### config.mk
export PLATFORM = sky130hd
export DESIGN_NAME = johnson_step_ctrl
export DESIGN_NICKNAME = d
export VERILOG_FILES = /design/src/rtl/johnson_ctrl_pkg.sv /design/src/rtl/johnson_core.sv /design/src/rtl/johnson_step_ctrl.sv
export SDC_FILE = /design/constraint.sdc
export NUM_CORES = 1
export LEC_CHECK = 0
export BUFFER_PORTS_ARGS = -buffer_cell sky130_fd_sc_hd__buf_4
export CAP_MARGIN = 40
export CELL_PAD_IN_SITES_DETAIL_PLACEMENT = 0
export CELL_PAD_IN_SITES_GLOBAL_PLACEMENT = 1
export CORE_UTILIZATION = 41
export DETAILED_ROUTE_END_ITERATION = 10
export PLACE_DENSITY_LB_ADDON = 0.1
export SYNTH_ARGS = -nofsm -noshare
export SYNTH_HDL_FRONTEND = slang
export SYNTH_SLANG_ARGS = --single-unit
### constraint.sdc
create_clock -name clk -period 4.4 [get_ports clk]
set_clock_uncertainty 0.2 [all_clocks]
set_input_delay 0.44 -clock clk [delete_from_list [all_inputs] [get_ports clk]]
set_output_delay 0.44 -clock clk [all_outputs]
set_load 0.02 [all_outputs]
### src/rtl/johnson_ctrl_pkg.sv
// Shared encodings for the Johnson step controller: op codes, direction,
// FSM state encoding and counter width.
package johnson_ctrl_pkg;

  localparam int JOHNSON_W = 4;

  typedef enum logic [1:0] {
    OP_STEP  = 2'b00,
    OP_CLEAR = 2'b01,
    OP_RSVD2 = 2'b10,
    OP_RSVD3 = 2'b11
  } op_e;

  localparam logic DIR_FWD = 1'b1;
  localparam logic DIR_REV = 1'b0;

  typedef enum logic [1:0] {
    ST_IDLE = 2'b00,
    ST_RUN  = 2'b01,
    ST_DONE = 2'b10
  } state_e;

  // True for the 8 codes reachable from 0000 by Johnson shifting.
  function automatic logic johnson_legal(input logic [JOHNSON_W-1:0] v);
    logic ok;
    case (v)
      4'b0000, 4'b1000, 4'b1100, 4'b1110,
      4'b1111, 4'b0111, 4'b0011, 4'b0001: ok = 1'b1;
      default:                            ok = 1'b0;
    endcase
    return ok;
  endfunction

endpackage

### src/rtl/johnson_core.sv
// 4-bit Johnson shift register: synchronous clear has priority over a
// single forward (shift right) or reverse (shift left) step.
module johnson_core
  import johnson_ctrl_pkg::*;
(
  input  logic                 clk,
  input  logic                 reset,
  input  logic                 en,
  input  logic                 dir,
  input  logic                 clr,
  output logic [JOHNSON_W-1:0] out
);

  logic [JOHNSON_W-1:0] out_q;
  logic [JOHNSON_W-1:0] out_d;

  // Next value: clear, one step in the requested direction, or hold.
  always_comb begin
    out_d = out_q;
    if (clr) begin
      out_d = '0;
    end else if (en) begin
      case (dir)
        DIR_FWD: out_d = {~out_q[0], out_q[JOHNSON_W-1:1]};
        DIR_REV: out_d = {out_q[JOHNSON_W-2:0], ~out_q[JOHNSON_W-1]};
        default: out_d = out_q;
      endcase
    end else begin
      out_d = out_q;
    end
  end

  // Counter register.
  always_ff @(posedge clk or negedge reset) begin
    if (!reset) begin
      out_q <= '0;
    end else begin
      out_q <= out_d;
    end
  end

  assign out = out_q;

endmodule

### src/rtl/johnson_step_ctrl.sv
// Command-driven Johnson counter stepper (IDLE/RUN/DONE FSM plus step count).
// Optional JOHNSON_SELFCORRECT_EN: illegal counter codes reload 0000 and pulse err.
module johnson_step_ctrl
  import johnson_ctrl_pkg::*;
#(
  parameter int STEP_W = 8
) (
  input  logic                 clk,
  input  logic                 reset,
  input  logic                 cmd_valid,
  output logic                 cmd_ready,
  input  logic [1:0]           cmd_op,
  input  logic                 cmd_dir,
  input  logic [STEP_W-1:0]    cmd_count,
  input  logic                 hold,
  input  logic                 abort,
  output logic [JOHNSON_W-1:0] out,
  output logic                 busy,
  output logic                 done,
  output logic                 aborted,
  output logic                 err
);

  state_e              state_q, state_d;
  logic [STEP_W-1:0]   remaining_q, remaining_d;
  logic                dir_q, dir_d;
  logic                aborted_q, aborted_d;
  logic                core_en_s;
  logic                core_clr_s;
`ifdef JOHNSON_SELFCORRECT_EN
  logic                err_q, err_d;
`endif

  // Next-state, step-counter and core-control decode.
  always_comb begin
    state_d     = state_q;
    remaining_d = remaining_q;
    dir_d       = dir_q;
    aborted_d   = 1'b0;
    core_en_s   = 1'b0;
    core_clr_s  = 1'b0;
`ifdef JOHNSON_SELFCORRECT_EN
    err_d       = 1'b0;
`endif
    case (state_q)
      ST_IDLE: begin
        if (cmd_valid) begin
          case (op_e'(cmd_op))
            OP_STEP: begin
              dir_d       = cmd_dir;
              remaining_d = cmd_count;
              if (cmd_count != '0) begin
                state_d = ST_RUN;
              end else begin
                state_d = ST_DONE;
              end
            end
            OP_CLEAR: begin
              core_clr_s = 1'b1;
              state_d    = ST_DONE;
            end
            default: state_d = ST_DONE;
          endcase
        end else begin
          state_d = ST_IDLE;
        end
      end
      ST_RUN: begin
        // Abort wins over hold and over the final step.
        if (abort) begin
          state_d     = ST_DONE;
          aborted_d   = 1'b1;
          remaining_d = '0;
        end else if (!hold) begin
          remaining_d = remaining_q - STEP_W'(1);
          if (remaining_q == STEP_W'(1)) begin
            state_d = ST_DONE;
          end else begin
            state_d = ST_RUN;
          end
`ifdef JOHNSON_SELFCORRECT_EN
          if (!johnson_legal(out)) begin
            core_clr_s = 1'b1;
            err_d      = 1'b1;
          end else begin
            core_en_s  = 1'b1;
          end
`else
          core_en_s = 1'b1;
`endif
        end else begin
          state_d = ST_RUN;
        end
      end
      ST_DONE: state_d = ST_IDLE;
      default: state_d = ST_IDLE;
    endcase
  end

  // Controller state registers.
  always_ff @(posedge clk or negedge reset) begin
    if (!reset) begin
      state_q     <= ST_IDLE;
      remaining_q <= '0;
      dir_q       <= DIR_FWD;
      aborted_q   <= 1'b0;
    end else begin
      state_q     <= state_d;
      remaining_q <= remaining_d;
      dir_q       <= dir_d;
      aborted_q   <= aborted_d;
    end
  end

`ifdef JOHNSON_SELFCORRECT_EN
  // Illegal-code pulse register.
  always_ff @(posedge clk or negedge reset) begin
    if (!reset) begin
      err_q <= 1'b0;
    end else begin
      err_q <= err_d;
    end
  end
  assign err = err_q;
`else
  assign err = 1'b0;
`endif

  johnson_core u_core (
    .clk   (clk),
    .reset (reset),
    .en    (core_en_s),
    .dir   (dir_q),
    .clr   (core_clr_s),
    .out   (out)
  );

  assign cmd_ready = (state_q == ST_IDLE);
  assign busy      = (state_q == ST_RUN);
  assign done      = (state_q == ST_DONE);
  assign aborted   = aborted_q;

endmodule
== Word-level counts from Yosys, hierarchy flattened ==
Index checks and enable logic that the tools add are counted.
Widths: inputs -> output; s select.

* Register bits after elaboration: 16
* Input bits: 16
* Output and inout port bits: 9
* Logic and storage cells: 46

* $add $sub $neg: 1
* Equality and inequality tests: 7
* Mux-type cells: 23
* Bitwise operators: 3
* Reductions and logical operators: 7

{| class="wikitable"
|+ Operators by type and width
! cell !! count
|-
| $mux 8 || 4
|-
| $pmux 8 s2 || 1
|-
| $mux 2 || 6
|-
| $eq 8x1->1 const B || 1
|-
| $mux 1 || 8
|-
| $mux 4 || 2
|-
| $pmux 4 s2 || 1
|-
| $reduce_bool 8->1 || 1
|-
| $sub 8x1->8 const B || 1
|-
| $eq 2x1->1 const B || 2
|-
| $logic_not 2->1 || 2
|-
| $pmux 2 s2 || 1
|-
| $reduce_and 4->1 || 1
|-
| $reduce_bool 2->1 || 2
|-
| $ne 3x3->1 const B || 1
|-
| $not 1->1 || 3
|-
| $reduce_and 3->1 || 1
|-
| $eq 2x2->1 const B || 1
|-
| $ne 2x1->1 const B || 1
|-
| $ne 2x2->1 const B || 1
|}

== Longest topological paths before layout ==
Gate-level depths: netlist of run 1.

* Word-level depth: 5
* Gate-level depth with buffers: 6
* Mapped depth without buffers: 6

== Modules after synthesis ==
Synthesis of run 1 repeated with hierarchy kept, for this count alone.

* Cell total of the unflattened synthesis: 103
* Area, all modules: 987.2 um^2

{| class="wikitable"
|+ By module, submodules not included
! module !! instances !! cells each !! area an instance (um^2) !! seq. area each (um^2)
|-
| johnson_step_ctrl || 1 || 83 || 772.0 || 301.5
|-
| johnson_core || 1 || 20 || 215.2 || 100.1
|}

== Worst setup path before layout of run 1 ==
No wires, ideal clock.

* Path kind: register to register
* Start: register remaining_q[0]
* End: register remaining_q[4]
* Setup time: 0.083 ns
* Data arrival time: 1.407 ns
* Data required time: 4.117 ns
* Slack: 2.710 ns
* Stages on the path, launching flop included: 7
* Path buffers: 0
* Clock period less this slack: 1.690 ns
* Cells stage by stage: dfrtp_1 -> inv_1 -> ha_1 -> or4b_1 -> nor3_1 -> a21oi_1 -> o21ai_0

* Longest elaborated chain between the ends: 4

{| class="wikitable"
|+ RTL lines
! item !! RTL line !! RTL
|-
| from (decl) || johnson_step_ctrl.sv:25 || <nowiki>logic [STEP_W-1:0] remaining_q, remaining_d;</nowiki>
|-
| from (signal assigned) || johnson_step_ctrl.sv:109 || <nowiki>remaining_q <= remaining_d;</nowiki>
|-
| $sub 8x1->8 || johnson_step_ctrl.sv:75 || <nowiki>remaining_d = remaining_q - STEP_W'(1);</nowiki>
|-
| $mux 8 || johnson_step_ctrl.sv:74 || <nowiki>end else if (!hold) begin</nowiki>
|-
| $mux 8 || johnson_step_ctrl.sv:70 || <nowiki>if (abort) begin</nowiki>
|-
| $pmux 8 s2 || johnson_step_ctrl.sv:45 || <nowiki>case (state_q)</nowiki>
|}

No other way between the ends. The select of a mux whose other input is x is not followed.
A chain may end at the register's enable or synchronous reset.

== Worst setup path after layout of run 1 ==
* Start: register state_q[0]
* End: output busy

* Longest elaborated chain between the ends: 1

{| class="wikitable"
|+ RTL lines
! item !! RTL line !! RTL
|-
| from (decl) || johnson_step_ctrl.sv:24 || <nowiki>state_e state_q, state_d;</nowiki>
|-
| from (signal assigned) || johnson_step_ctrl.sv:108 || <nowiki>state_q <= state_d;</nowiki>
|-
| $eq 2x1->1 || johnson_step_ctrl.sv:139 || <nowiki>assign busy = (state_q == ST_RUN);</nowiki>
|-
| to (decl) || johnson_step_ctrl.sv:18 || <nowiki>output logic busy,</nowiki>
|}

No other way between the ends.

==> out/results.ini, run 1 <==
[timing]
max_freq_mhz = 483
setup_viol = 0
finalCritPeriodShare_pct = 47.1
finalHoldViolCount = 0
slew-limit-headroom_pct = 55.3
slew_viol_final = 0
rsz0062_at_grt = no
tightest_slew_ns = 0.671
tns_ns = 0
timing.final.crit_period_ns = 2.07

[clock_network]
cts_max_level = 1
cts.sinks = 16
root_buffer = clkbuf_4
cts_setup_buffers = 0
clk_pin_slew_ns = 0.10
worst_skew_pair.late_latency_ns = 0.30
clockBufferDepth = 2
cts_tree = done
numCtsBuffers = 3

[synth]
syn-num-nets = 123
postSynthAreaPerCell_um2 = 9.34
ys_ff_latch = 16
syn_inst = 105
seq_area_frac_synth_pct = 40.9
async_reset_ff_share_pct = 100
yosys.area.top_type = dfrtp_1
synth_cell_types = 40
synthFlopType = dfrtp_1
yosys-top-cells-area = dfrtp_1 (38%), o21ai_0 (5.6%), nor2_1 (4.6%)
yosys_warnings = 0
synth_top_cell_area_share_pct = 38.3
synth_edf_count = 0
syn_area_um2 = 981

[finish]
nFillCells = 220
multi_input_area_um2 = 518
diodes = 0
seqCellArea_um2 = 402
finalNonFillerCells = 157
drive_above_1_share_pct = 29.5
syn_to_final_growth_pct = 22.7
nets = 148

[outcome]
status = complete, no violations

[placed_design]
dp_cells = 152
routabilityCongestion = 0.775
io_buffers = 23
dp_hpwl_um = 1630

[global_routing]
gr-total-overflow = 0
grt_max_degree = 17
antenna_found_initial = 0
grt_pass1_vias = 761
grt_usage_pct = 18.7
grt_pass1_wl_um = 3580

[setup_path]
cp-startpoint = state_q[0]
start_kind = register
critical_path_required_ns = 3.76
critPathKind = reg2out
worstPathArrival_ns = 1.43
r2r-start = remaining_q[0]
crit_path_end_kind = primary output
cp_max_fo = 14

[routing]
drt-pass1-iter-count = 4
initialDrtViolationCount = 16
viasPerCell = 5.47
wl_um = 2130
vias = 859
wire_per_inst_um = 13.5
ant_nets = 0
drc_errors = 0

[floorplan]
die_h_um = 50.9
die_x_um = 50.9
num_rows = 17
ios = 25
core_area_um2 = 2230
die_area_um2 = 2590
initial_core_util_pct = 43.9

[hold_path]
hp-class = in2reg
worstHoldStart = cmd_dir

[power_and_ir_drop]
irDropWorstVdd_mv = 0.337
p_leak_nw = 0.550
powerDensity_nw_per_um2 = 431

[run]
maxCapViolCount = 0

## routing by layer
layer / wire [µm] / global-route usage, % / part of all wire [%]
met1: 990 / 24.3 / 47
met2: 1010 / 30.0 / 48
met3: 102 / 5.36 / 4.8
met4: 23 / 5.56 / 1.1
met5: 0 / 0 / 0
## cell type report
cell class,instances,share of cell area (%)
multi-input cells,78,43.0
well taps,28,2.91
inverters,6,1.87
clock buffers,4,3.01
flip-flops and latches,16,33.4
repair buffers,25,15.8
## kinds of logic after synthesis
kind of cell | synth area share, %
AOI/OAI and AO/OA | 25.0
and+or+nand+nor | 20.7
DFF | 40.9
buffers and inverters | 6.25
muxes | 4.21
adders and majority gates | 2.55
other | 0.382
## registers in the layout, indices dropped and copies added (netlist names)
register     cells
state_q          2
dir_q            1
u_core.out       4
remaining_q      8
aborted          1
## worst max-delay path: stages (launching register included)
cell,delay [ns]
dfrtp_1,0.45
nand2b_1,0.39
inv_1,0.11
buf_4,0.18
## synthesized netlist by cell type, types with 2 or more instances
master     number
o21ai_1         2
nor3_1          4
o2bb2ai_1       2
nand2_1         6
dfrtp_1        15
o21ai_0        11
ha_1            2
or4_1           2
buf_6           2
nor3b_1         2
inv_1           6
a22oi_1         2
a21oi_1         7
a211oi_2        3
mux2i_1         3
nor2_1         12
## power breakdown
group          internal [mW]  total (mW)  switching [mW]
registers              0.190       0.233          0.0431
clock network         0.0505       0.101          0.0503
logic                 0.0845       0.185           0.100
## what timing repair did
item,in CTS,in global routing
hold endpoints to repair,15,0
gates resized for setup,0,0
hold buffers,1,0
## final timing paths
kind / endpoint / slack [ns] / depth (start not counted)
worst max-delay path: busy / 2.33 / 3
worst min-delay path: dir_q / 0.17 / 2
worst max register to register: remaining_q[4] / 2.45 / 6
worst min register to register: remaining_q[5] / 0.32 / 1
max in group asynchronous: dir_q / 3.43 / 2
min in group asynchronous: aborted / 0.32 / 2
## layout by cell type, fill, tap and decap left out, types with 2 or more instances in the layout
cell type / instances
nor2_1: 12
o2bb2ai_1: 2
buf_4: 24
a211oi_2: 3
a22oi_1: 2
ha_1: 2
or4_1: 2
mux2i_1: 3
nor3_1: 4
dfrtp_1: 15
inv_1: 6
nand2_1: 6
o21ai_0: 11
clkbuf_4: 3
a21oi_1: 7
nor3b_1: 2
o21ai_1: 2
## through the flow
stage	utilization, %	power [mW]	setup WS (ns)	cell area, µm²	hold slack (ns)
5_1_grt	53.9	0.554	2.17	1200	0.164
2_1_floorplan	-	0.356	2.71	981	-0.0556
3_3_place_gp	51.5	0.416	2.23	1150	0.118
3_5_place_dp	51.8	0.421	2.34	1160	0.115
4_1_cts	53.9	0.523	2.32	1200	0.165
6_report	53.9	0.519	2.33	1200	0.168
No activity file was read; power rests on OpenSTA's default activity.
==> run 2: changes to the inputs <==
ABC_AREA = 1   (was unset)
CORE_UTILIZATION = 33   (was 41)
clock period = 1.8 ns   (was 4.4 ns; I/O delays follow)
==> out/results.ini, run 2 <==
[outcome]
status = complete, no violations  ; unchanged

[synth]
synthFlopType = dfrtp_1  ; unchanged
yosys-top-cells-area = dfrtp_1 (35%), nand2_1 (17%), inv_1 (9.1%)  ; was dfrtp_1 (38%), o21ai_0 (5.6%), nor2_1 (4.6%)
yosys.area.top_type = dfrtp_1  ; unchanged
async_reset_ff_share_pct = 100  ; unchanged
synth_top_cell_area_share_pct = 35.2  ; was 38.3%
synthMuxAreaShare_pct = 0  ; was 4.21%
synthSimpleGateAreaFrac_pct = 34.2  ; was 20.7%
synth_cell_types = 23  ; was 40
synth_top_family_by_area = simple AND/OR/NAND/NOR gates  ; was compound AO/OA/AOI/OAI gates
synth_top_cells_by_count = nand2_1 (49), inv_1 (26), nor2_1 (23), o21ai_0 (16), dfrtp_1 (15)  ; was dfrtp_1 (15), nor2_1 (12), o21ai_0 (11), a21oi_1 (7)
postSynthAreaPerCell_um2 = 6.59  ; was 9.34 µm²
yosys_warnings = 0  ; unchanged
syn_inst = 162  ; was 105
ys_ff_latch = 16  ; unchanged
synth_compound_area_share_pct = 13.2  ; was 25.0%
synth_fa_ha_area_share_pct = 2.34  ; was 2.55%
seq_area_frac_synth_pct = 37.6  ; was 40.9%
syn_area_um2 = 1070  ; was 981 µm²
syn-num-nets = 180  ; was 123
yosysMostFrequentCell = nand2_1  ; was dfrtp_1
synth_edf_count = 0  ; unchanged
synthXorXnorAreaFrac_pct = 0  ; unchanged

[power_and_ir_drop]
irDropWorstVdd_mv = 0.272  ; was 0.337 mV
powerDensity_nw_per_um2 = 1010  ; was 431 nW/µm²
total_power_mw = 1.38  ; was 0.519 mW
p_leak_nw = 0.738  ; was 0.550 nW

[timing]
max_freq_mhz = 637
setup_ws_ns = 0.231  ; was 2.33 ns
timing.final.crit_period_ns = 1.57
holdWs_ns = 0.00912  ; was 0.168 ns
finalCritPeriodShare_pct = 87.2
tns_ns = 0  ; unchanged
slew_viol_final = 0  ; unchanged
finalHoldViolCount = 0  ; unchanged
rsz0062_at_grt = no  ; unchanged
setup_viol = 0  ; unchanged

[placed_design]
dp_hpwl_um = 2140  ; was 1630 µm
io_buffers = 23  ; unchanged
routabilityCongestion = 0.798  ; was 0.775
place_ws_ns = 0.232  ; was 2.34 ns

[routing]
viasPerCell = 4.56  ; was 5.47
ant_nets = 0  ; unchanged
drt-pass1-iter-count = 4  ; unchanged
initialDrtViolationCount = 48  ; was 16
wl_um = 2740  ; was 2130 µm
drc_errors = 0  ; unchanged
vias = 1076  ; was 859
wire_per_inst_um = 11.6  ; was 13.5 µm

[clock_network]
root_buffer = clkbuf_4  ; unchanged
cts.sinks = 16  ; unchanged
clk_pin_slew_ns = 0.10  ; about the same
cts_hold_buf = 4  ; was 1
cts_max_level = 1  ; unchanged
numCtsBuffers = 3  ; unchanged
cts_tree = done  ; unchanged
cts.repair.resized = 0  ; unchanged
worst_skew_pair.late_latency_ns = 0.29  ; was 0.30 ns
clockBufferDepth = 2  ; unchanged
cts_setup_buffers = 0  ; unchanged

[global_routing]
grt_pass1_vias = 969  ; was 761
grt_usage_pct = 17.8  ; was 18.7%
antenna_found_initial = 0  ; unchanged
grt_max_degree = 17  ; unchanged
grt_pass1_wl_um = 4490  ; was 3580 µm
gr-total-overflow = 0  ; unchanged

[setup_path]
reg2reg_slack_ns = 0.23  ; was 2.45 ns
crit_path_end_kind = register  ; was primary output
worstPathArrival_ns = 1.60  ; was 1.43 ns
slowest_stage = dfrtp_1  ; unchanged
critPathKind = reg2reg  ; was reg2out
cpMostUsedCell = nand2_1
cp_max_fo = 10  ; was 14
critical_path_required_ns = 1.84  ; was 3.76 ns
cp_num_buf_inv = 1  ; was 2
start_kind = register  ; unchanged
cp_cell_sequence = inv_2 -> nand2_4 -> nor2_4 -> nand3_1 -> o21ai_0 -> nand2_1 -> nand2_1  ; was nand2b_1 -> inv_1 -> buf_4
crit_family = simple AND/OR/NAND/NOR gates  ; was flip-flops
cpPeakStageDelay_ns = 0.42  ; was 0.45 ns

[floorplan]
die_h_um = 58.9  ; was 50.9 µm
ios = 25  ; unchanged
num_rows = 20  ; was 17
die_area_um2 = 3470  ; was 2590 µm²
core_area_um2 = 3050  ; was 2230 µm²
initial_core_util_pct = 35.0  ; was 43.9%
die_x_um = 58.9  ; was 50.9 µm

[finish]
syn_to_final_growth_pct = 27.4  ; was 22.7%
final_common_cell = nand2_1  ; was buf_4
seqCellArea_um2 = 402  ; unchanged
largest_reg_flops = 8  ; unchanged
fin_util_pct = 44.5  ; was 53.9%
diodes = 0  ; unchanged
nets = 211  ; was 148
regMostFlops = remaining_q  ; unchanged
final_cell_mix = nand2_1 (49), inv_1 (26), buf_4 (24)  ; was buf_4 (24), dfrtp_1 (15), nor2_1 (12)
nFillCells = 351  ; was 220
drive_above_1_share_pct = 19.8  ; was 29.5%
multi_input_area_um2 = 536  ; was 518 µm²

[hold_path]
hp-class = in2reg  ; unchanged

[run]
maxCapViolCount = 0  ; unchanged

-- run 2: cell types whose count changed after synthesis, sizes merged, moves of 3 or more --
cell    previous run  this run
o22ai              0         4
nand2              6        52
nor3               4         0
nand3              0         6
nand4              0         4
a211oi             4         0
a21oi              7         2
or4                3         0
nor2              14        24
mux2i              3         0
inv                6        29
o21ai             14        19
buf                5         2
-- run 2: worst register-to-register path, stage by stage, from the launching register on --
cell and delay [ns]:
dfrtp_1 0.42, inv_2 0.10, nand2_4 0.11, nor2_4 0.23, nand3_1 0.14, o21ai_0 0.19
nand2_1 0.08, nand2_1 0.06
-- run 2: kinds of logic after synthesis --
family / Yosys count
simple gates: 86
buf+inv: 31
compound gates: 26
flops: 16
fa+ha+maj: 2
other cells: 1
-- run 2: final timing paths --
check                                 end           start  cells after the start
setup / recovery           remaining_q[4]      state_q[1]                      7
hold / removal             remaining_q[2]    cmd_count[2]                      5
setup reg to reg           remaining_q[4]      state_q[1]                      7
hold reg to reg            remaining_q[6]  remaining_q[6]                      2
max in group asynchronous           dir_q           reset                      2
min in group asynchronous   u_core.out[2]           reset                      2
-- run 2: routing by layer --
layer | up-vias | global-route usage [%] | wire length (µm)
met5 | - | 0 | 0
met4 | 0 | 6.80 | 14
met3 | 2 | 2.86 | 85
met2 | 23 | 26.0 | 1280
met1 | 485 | 26.1 | 1360
li1 | 566 | - | -
-- run 2: power breakdown --
part	internal [mW]	switching (mW)
clock	0.123	0.125
sequential	0.462	0.0981
combinational	0.218	0.350
total	0.804	0.573
-- run 2: final cells by class --
type	instances	share of cell area, %
Clock buffer	4	2.67
Inverter	29	8.19
Multi-Input combinational cell	115	39.4
Sequential cell	16	29.5
Tap cell	44	4.05
Timing Repair Buffer	28	16.2
-- run 2: per-stage QoR --
stage | cells | cell area, µm²
floorplan | 162 | 1070
global placement | 228 | 1280
detailed placement | 228 | 1280
CTS | 236 | 1360
global route | 236 | 1360
finish | 236 | 1360
